File: src/rtl/prog_uart_loader.sv
// prog_uart_loader: 8N1 UART receiver plus frame parser (A5, LEN, data, XOR) that fills
// instruction memory and holds the CPU in reset until a frame verifies.
module prog_uart_loader #(
    parameter int CLKS_PER_BIT = 16,
    parameter int MEM_DEPTH    = 25,
    parameter int ADDR_W       = 5
) (
    input  logic              clk,
    input  logic              rst_n,
    input  logic              rx,
    output logic              mem_we,
    output logic [ADDR_W-1:0] mem_addr,
    output logic [7:0]        mem_data,
    output logic              busy,
    output logic              load_ok,
    output logic              load_err,
    output logic              cpu_rst_n
);
    localparam int CW = $clog2(CLKS_PER_BIT);
    localparam logic [CW-1:0] HALF = CW'(CLKS_PER_BIT / 2 - 1);
    localparam logic [CW-1:0] FULL = CW'(CLKS_PER_BIT - 1);
    typedef enum logic [1:0] {IDLE, START, DATA, STOP} rx_t;
    typedef enum logic [1:0] {P_HDR, P_LEN, P_DATA, P_CHK} ps_t;
    logic rx_m_q, rxs_q;
    rx_t rx_st_q, rx_st_d;
    logic [CW-1:0] cnt_q, cnt_d;
    logic [2:0] bit_q, bit_d;
    logic [7:0] sh_q, sh_d;
    logic stb_q, stb_d, ferr_q, ferr_d;
    ps_t ps_q, ps_d;
    logic [7:0] left_q, left_d, chk_q, chk_d;
    logic [ADDR_W-1:0] idx_q, idx_d;
    logic mem_we_q, mem_we_d, busy_q, busy_d, ok_q, ok_d, err_q, err_d, cpu_q, cpu_d;
    logic [ADDR_W-1:0] addr_q, addr_d;
    logic [7:0] data_q, data_d;
    logic sum_ok;
    always_comb begin
        rx_st_d = rx_st_q;
        cnt_d   = cnt_q + 1'b1;
        bit_d   = bit_q;
        sh_d    = sh_q;
        stb_d   = 1'b0;
        ferr_d  = 1'b0;
        case (rx_st_q)
            IDLE: begin
                cnt_d = '0;
                if (!rxs_q) rx_st_d = START;
            end
            START: if (cnt_q == HALF) begin
                cnt_d   = '0;
                bit_d   = '0;
                rx_st_d = rxs_q ? IDLE : DATA;
            end
            DATA: if (cnt_q == FULL) begin
                cnt_d = '0;
                sh_d  = {rxs_q, sh_q[7:1]};
                bit_d = bit_q + 1'b1;
                if (bit_q == 3'd7) rx_st_d = STOP;
            end
            default: if (cnt_q == FULL) begin
                rx_st_d = IDLE;
                stb_d   = rxs_q;
                ferr_d  = !rxs_q;
            end
        endcase
    end
    // sh_q holds the received byte while the strobe is high; the parser reads it directly
    always_comb begin
        ps_d     = ps_q;
        left_d   = left_q;
        chk_d    = chk_q;
        idx_d    = idx_q;
        mem_we_d = 1'b0;
        addr_d   = addr_q;
        data_d   = data_q;
        busy_d   = busy_q;
        ok_d     = ok_q;
        err_d    = err_q;
        cpu_d    = cpu_q;
        sum_ok   = (sh_q == chk_q);
        if (ferr_q) begin
            ps_d   = P_HDR;
            err_d  = 1'b1;
            ok_d   = 1'b0;
            busy_d = 1'b0;
            cpu_d  = 1'b0;
        end else if (stb_q) begin
            case (ps_q)
                P_HDR: if (sh_q == 8'hA5) begin
                    ps_d  = P_LEN;
                    ok_d  = 1'b0;
                    err_d = 1'b0;
                end
                P_LEN: if (sh_q != 8'd0 && sh_q <= 8'(MEM_DEPTH)) begin
                    ps_d   = P_DATA;
                    left_d = sh_q;
                    idx_d  = '0;
                    chk_d  = '0;
                    busy_d = 1'b1;
                    cpu_d  = 1'b0;
                end else begin
                    ps_d  = P_HDR;
                    err_d = 1'b1;
                end
                P_DATA: begin
                    mem_we_d = 1'b1;
                    addr_d   = idx_q;
                    data_d   = sh_q;
                    chk_d    = chk_q ^ sh_q;
                    idx_d    = idx_q + 1'b1;
                    left_d   = left_q - 8'd1;
                    if (left_q == 8'd1) ps_d = P_CHK;
                end
                default: begin
                    ps_d   = P_HDR;
                    busy_d = 1'b0;
                    ok_d   = sum_ok;
                    err_d  = !sum_ok;
                    cpu_d  = sum_ok;
                end
            endcase
        end
    end
    always_ff @(posedge clk or negedge rst_n) begin
        if (!rst_n) begin
            rx_m_q   <= 1'b1;
            rxs_q    <= 1'b1;
            rx_st_q  <= IDLE;
            cnt_q    <= '0;
            bit_q    <= '0;
            sh_q     <= '0;
            stb_q    <= 1'b0;
            ferr_q   <= 1'b0;
            ps_q     <= P_HDR;
            left_q   <= '0;
            chk_q    <= '0;
            idx_q    <= '0;
            mem_we_q <= 1'b0;
            addr_q   <= '0;
            data_q   <= '0;
            busy_q   <= 1'b0;
            ok_q     <= 1'b0;
            err_q    <= 1'b0;
            cpu_q    <= 1'b0;
        end else begin
            rx_m_q   <= rx;
            rxs_q    <= rx_m_q;
            rx_st_q  <= rx_st_d;
            cnt_q    <= cnt_d;
            bit_q    <= bit_d;
            sh_q     <= sh_d;
            stb_q    <= stb_d;
            ferr_q   <= ferr_d;
            ps_q     <= ps_d;
            left_q   <= left_d;
            chk_q    <= chk_d;
            idx_q    <= idx_d;
            mem_we_q <= mem_we_d;
            addr_q   <= addr_d;
            data_q   <= data_d;
            busy_q   <= busy_d;
            ok_q     <= ok_d;
            err_q    <= err_d;
            cpu_q    <= cpu_d;
        end
    end
    assign mem_we    = mem_we_q;
    assign mem_addr  = addr_q;
    assign mem_data  = data_q;
    assign busy      = busy_q;
    assign load_ok   = ok_q;
    assign load_err  = err_q;
    assign cpu_rst_n = cpu_q;
endmodule

File: config.mk
export PLATFORM = sky130hd
export DESIGN_NAME = prog_uart_loader
export DESIGN_NICKNAME = d
export VERILOG_FILES = /design/src/rtl/prog_uart_loader.sv
export SDC_FILE = /design/constraint.sdc
export NUM_CORES = 1
export LEC_CHECK = 0
export BUFFER_PORTS_ARGS = -buffer_cell sky130_fd_sc_hd__buf_2
export CORE_ASPECT_RATIO = 0.9
export CORE_UTILIZATION = 65
export DETAILED_ROUTE_END_ITERATION = 10
export PLACE_DENSITY = 0.88
export SKIP_CTS_REPAIR_TIMING = 1
export SLEW_MARGIN = 10
export SYNTH_ARGS = -nofsm -noshare
export SYNTH_HDL_FRONTEND = slang
export SYNTH_SLANG_ARGS = --single-unit
export TNS_END_PERCENT = 20
File: constraint.sdc
create_clock -name clk -period 4.4 [get_ports clk]
set_input_delay 0.66 -clock clk [delete_from_list [all_inputs] [get_ports clk]]
set_output_delay 0.66 -clock clk [all_outputs]
set_load 0.05 [all_outputs]
==> results of run 1 <==
## worst max-delay path: stages, from the launching register on
cell and delay [ns]:
dfrtp_1 0.47, or3_4 0.43, o311a_4 0.35, o211ai_4 0.83, o21ai_0 0.22, a211o_1 0.26
## final cells by class
type	instances	area, sq um	share of cell area, %
multi-input combinational	216	1476	42.31
inverter	9	33.78	0.9681
clock buffer	11	151.4	4.338
timing repair buffer	22	115.1	3.299
sequential	62	1554	44.53
tap	62	77.57	2.223
clock inverter	5	81.33	2.331
## kinds of logic (layout without fill, tap and decap cells)
family | count (synthesis) | in the layout | synth area share (%)
and+or+nand+nor | 113 | 113 | 18.58
adders and majority gates | 9 | 9 | 3.550
DFF | 62 | 62 | 48.99
xor gates and xnor gates | 9 | 9 | 2.485
AOI/OAI and AO/OA | 62 | 62 | 13.89
buffers and inverters | 29 | 47 | 4.457
muxes | 23 | 23 | 8.048
## per-layer routing
layer	wire length [um]	vias up	share of wire [%]
met5	0	-	0
met4	74	0	1.2
met3	297	8	4.8
met2	2963	58	48
met1	2899	1124	46
li1	-	1110	-
## state kept, by name, summed over array words and instances, names as in the netlist, 3 cells and up
name	count
chk_q	8
left_q	8
mem_data	8
sh_q	8
idx_q	5
mem_addr	5
cnt_q	4
bit_q	3
## worst max path at each step
stage	cells after the start	slack [ns]	endpoint	startpoint
after floorplan	7	2.36	left_q[2]	sh_q[4]
after global placement	5	1.84	left_q[7]	sh_q[4]
after detailed placement	5	1.75	left_q[4]	sh_q[4]
after CTS	5	1.74	left_q[4]	sh_q[4]
after global routing	5	1.53	left_q[7]	sh_q[4]
final	5	1.72	left_q[4]	sh_q[4]
## stage by stage
stage	hold slack (ns)	power (W)	setup slack, ns	util, %	std cells
6_report	0.2846	0.001513	1.720	76.26	387
5_1_grt	0.3107	0.001580	1.529	76.26	387
3_3_place_gp	0.3458	0.0009279	1.845	71.18	371
4_1_cts	0.2916	0.001522	1.739	76.26	387
2_1_floorplan	0.3452	0.0008804	2.362	-	307
3_5_place_dp	0.3494	0.0009405	1.750	71.18	371
## Yosys cell counts, types with 8 or more instances
library cell  instances  share of area (%)
o21ai_0              21                3.3
xor2_1                9                2.5
nand2b_1             22                4.3
dfrtp_1              60                 47
nor2_1               21                2.5
inv_1                 9                1.1
ha_1                  9                3.6
a21oi_1               8                1.3
mux2_2               20                7.1
a22o_1                9                2.5
clkbuf_1             12                1.4
nand2_1              25                3.0
nor3_1                8                1.3
nand3_1              16                2.5
## where the power goes
part           switching (W)  internal, W  total (W)
Sequential         0.0000667     0.000619   0.000686
Clock               0.000228     0.000350   0.000577
Combinational       0.000156    0.0000943   0.000250
==> metrics.txt, run 1 <==
status finished, final reports clean; RSZ-0062 raised after global routing false; PwrDens 433.6 nW/um^2; io pins 21; chip width 75.64 um; Iteration-0 DRC Markers 205; clock slew at reported path FFs 0.07 ns; gr busiest metal met2; sequential share of the synthesized area 48.99%; library cells used by synthesis 46; Post-DP Area 3257 sq um; worst reg2reg path depth 5; CP required 4.63 ns; core area 4576 sq um; CP endpoint kind flop; Routed WL 6235 um; P&R area growth vs syn 10.02%; FFs w/ async S/R, synth 100.0%; max cap viols 0; Mapped Nets 319; clock root cell clkbuf_8; cell count after synthesis 307; GRT met3 Usage 9.131%; average wire per standard cell 16.11 um; TNS Setup 0 ns; Synth Register Bits 62; M2 GR Usage 43.19%; leak pwr 1.727 nW; maximum vdd drop 456.1 uV; Num CTS Buffers 9; Die Area 5164 sq um; FILL cells 301; commonest non-fill, non-tap cell in the layout dfrtp_1; starting density of the core 69.32%; Post-Syn Area 3172 sq um; antenna viol nets, final 0; Final Max Slew Viols 0; grt met1 use 36.63%; router iterations before antenna repair 4; final instance area 3490 sq um; clk buf depth 2; vias in the first global route 2,137; clk_skew 0.01179 ns; YS warnings 0; RR Startpoint sh_q[4]; hold crit path type in -> async; PortBufs 20; Slew @ Worst Pin 1.049 ns; Sink Count 62; startpoint types flop; syn avg cell area 10.33 sq um; ys flop type dfrtp_1; Slew headroom 29.76%; period utilisation layout 60.91%; share of layout cells above drive strength 1 20.31%; Detailed Place HPWL 3945 um; Clock Latency Late Sink 0.35 ns; commonest cells after routing, fill and taps aside 60 x dfrtp_1, 25 x nand2_1, 22 x nand2b_1; routed via count 2,300; H-tree levels 3; Worst Path Arrival 2.91 ns; Reg2Reg Setup Slack 1.72 ns; num rows 23; CTS tree yes; Antenna Cells 0; endpoints failing setup 0; largest net degree at the start of global routing 47; Period minus WS final 2.680 ns; total track usage 27.71%; Vias/cell 5.943; initial antenna violation count 0; Final Hold Fails 0; critical path fanouts, max 46; Die H 68.27 um; Post-route DRC 0; f_max 0.3731 GHz; first-pass GRT wire length 10,220 um; end of the worst register-to-register path left_q[4]; gr ovfl total 0; nets 332; Post-synth EDFFs 0; critical setup path kind reg -> reg; GP Congestion 0.8269
Power figures use the tool's default switching activity.
==> inputs of run 2 (changes only) <==
Settings changed: CORE_UTILIZATION 65 to 54, PLACE_DENSITY 0.88 to 0.78.
Clock period 4.4 ns to 2.2 ns, I/O delays scaled along.
==> run 2 against run 1 <==
Critical path depth is 2 higher; routed wire length up 5.2%; largest power group unchanged; sequential cell count did not move; cell count rose by 6.2%; power up 98%; first-iteration DRC count down 42%; clock-buffer cell count increased by 1; hold slack got worse by 0.20 ns.
==> metrics.txt, run 2 (same netlist as run 1, synthesis figures left out) <==
PortBufs 20 (unchanged); PwrDens 828.0 nW/um^2 (+91%); leak pwr 1.808 nW (+4.7%); CP endpoint kind flop; average wire per standard cell 15.96 um (-0.95%); CP required 2.41 ns (-2.22 ns); total track usage 24.06% (-3.6 points); Final Hold Fails 0 (unchanged); clock root cell clkbuf_8; maximum vdd drop 633.3 uV (+39%); initial antenna violation count 0 (unchanged); post-place setup slack 0.1022 ns (-1.648 ns); period utilisation layout 96.50% (+36 points); Post-DP Area 3392 sq um (+4.1%); status finished, final reports clean; commonest non-fill, non-tap cell in the layout dfrtp_1; hold crit path type in -> reg; Vias/cell 5.842 (-1.7%); Slew @ Worst Pin 0.4756 ns (-0.5730 ns); vias in the first global route 2,271 (+6.3%); final core occ 63.95% (-12 points); commonest cells after routing, fill and taps aside 60 x dfrtp_1, 25 x nand2_1, 22 x nand2b_1; critical path fanouts, max 31 (-33%); Worst Path Arrival 2.34 ns (-0.57 ns); largest net degree at the start of global routing 32 (-32%); P&R area growth vs syn 14.12%; clock slew at reported path FFs 0.07 ns (about the same); clk buf depth 2 (unchanged); max incr delay on CP 0.43 ns (-0.40 ns); clk_skew 0.009076 ns (-0.002711 ns); CP max-delay cell dfrtp_1; chip width 82.79 um (+9.5%); num rows 26 (+13%); Antenna Cells 0 (unchanged); RSZ-0062 raised after global routing false; final instance area 3620 sq um (+3.7%); TNS Setup 0 ns (unchanged); Period minus WS final 2.123 ns (-0.5572 ns); starting density of the core 56.03% (-13 points); Detailed Place HPWL 4430 um (+12%); critical setup path kind reg -> reg; first-pass GRT wire length 10,920 um (+6.9%); Clock Latency Late Sink 0.34 ns (about the same); CTS tree yes; routed via count 2,401 (+4.4%); max cap viols 0 (unchanged); GP Congestion 0.8671 (+4.9%); Num CTS Buffers 9 (unchanged); f_max 0.4711 GHz (+26%); Die H 74.71 um (+9.4%); Post-route DRC 0 (unchanged); Final Max Slew Viols 0 (unchanged); Slew headroom 68.22% (+38 points); nets 348 (+4.8%); startpoint types flop; Iteration-0 DRC Markers 118 (-42%); core area 5660 sq um (+24%); io pins 21 (unchanged); Die Area 6184 sq um (+20%); Crit path max-delay family compound AO/OA/AOI/OAI gates; Routed WL 6559 um (+5.2%); antenna viol nets, final 0 (unchanged); crit path cell chain or3_4, o311a_4, o211ai_4, buf_12, buf_4, nor3_1, a211o_1; router iterations before antenna repair 4 (unchanged); endpoints failing setup 0 (unchanged); Sink Count 62 (unchanged); gr ovfl total 0 (unchanged); Worst Slack Setup Final 0.07710 ns (-1.643 ns); H-tree levels 3 (unchanged); share of layout cells above drive strength 1 23.46% (+3.2 points); Buf/Inv on CP 2 (+2)
## run 2: report_power, final
part	total (W)	internal [W]	switching, W
registers	0.00136	0.00124	0.000118
logic	0.000534	0.000202	0.000332
clock network	0.00111	0.000666	0.000440
total	0.00300	0.00211	0.000890
## run 2: worst register-to-register path: cells and delay by family (launching register included)
family / cells / cell delay, ns
AND/OR/NAND/NOR: 2 / 0.41
buffers and inverters: 2 / 0.38
flip-flops: 1 / 0.43
AO/OA/AOI/OAI: 3 / 0.78
## run 2: worst paths after layout
path	start	endpoint	slack, ns	cells past startpoint
max	sh_q[1]	idx_q[2]	0.08	7
min	rx	rx_m_q	0.09	1
max reg2reg	sh_q[1]	idx_q[2]	0.08	7
min reg2reg	rx_m_q	rxs_q	0.36	0
max in group asynchronous	rst_n	idx_q[2]	1.02	3
min in group asynchronous	rst_n	chk_q[1]	0.45	2
## run 2: layout make-up
type | count | area, sq um
Clock buffer | 12 | 145.1
Timing Repair Buffer | 38 | 250.2
Tap cell | 70 | 87.58
Inverter | 9 | 33.78
Clock inverter | 4 | 70.07
Multi-Input combinational cell | 216 | 1479
Fill cell | 467 | 2041
Sequential cell | 62 | 1554
## run 2: per-stage QoR
step | std cells | hold slack [ns] | power, W
2_1_floorplan | 307 | 0.03441 | 0.001761
3_3_place_gp | 394 | 0.2730 | 0.001876
3_5_place_dp | 394 | 0.2783 | 0.001903
4_1_cts | 410 | -0.09264 | 0.003006
5_1_grt | 411 | 0.06326 | 0.003156
6_report | 411 | 0.08572 | 0.002997
## run 2: per-layer routing
metal / wire length [um] / share of wire, % / up-vias / track usage, %
met2: 3071 / 47 / 51 / 35.25
met5: 0 / 0 / - / 0
met4: 103 / 1.6 / 0 / 9.004
met3: 331 / 5.0 / 12 / 6.667
li1: - / - / 1147 / -
met1: 3052 / 47 / 1191 / 34.15
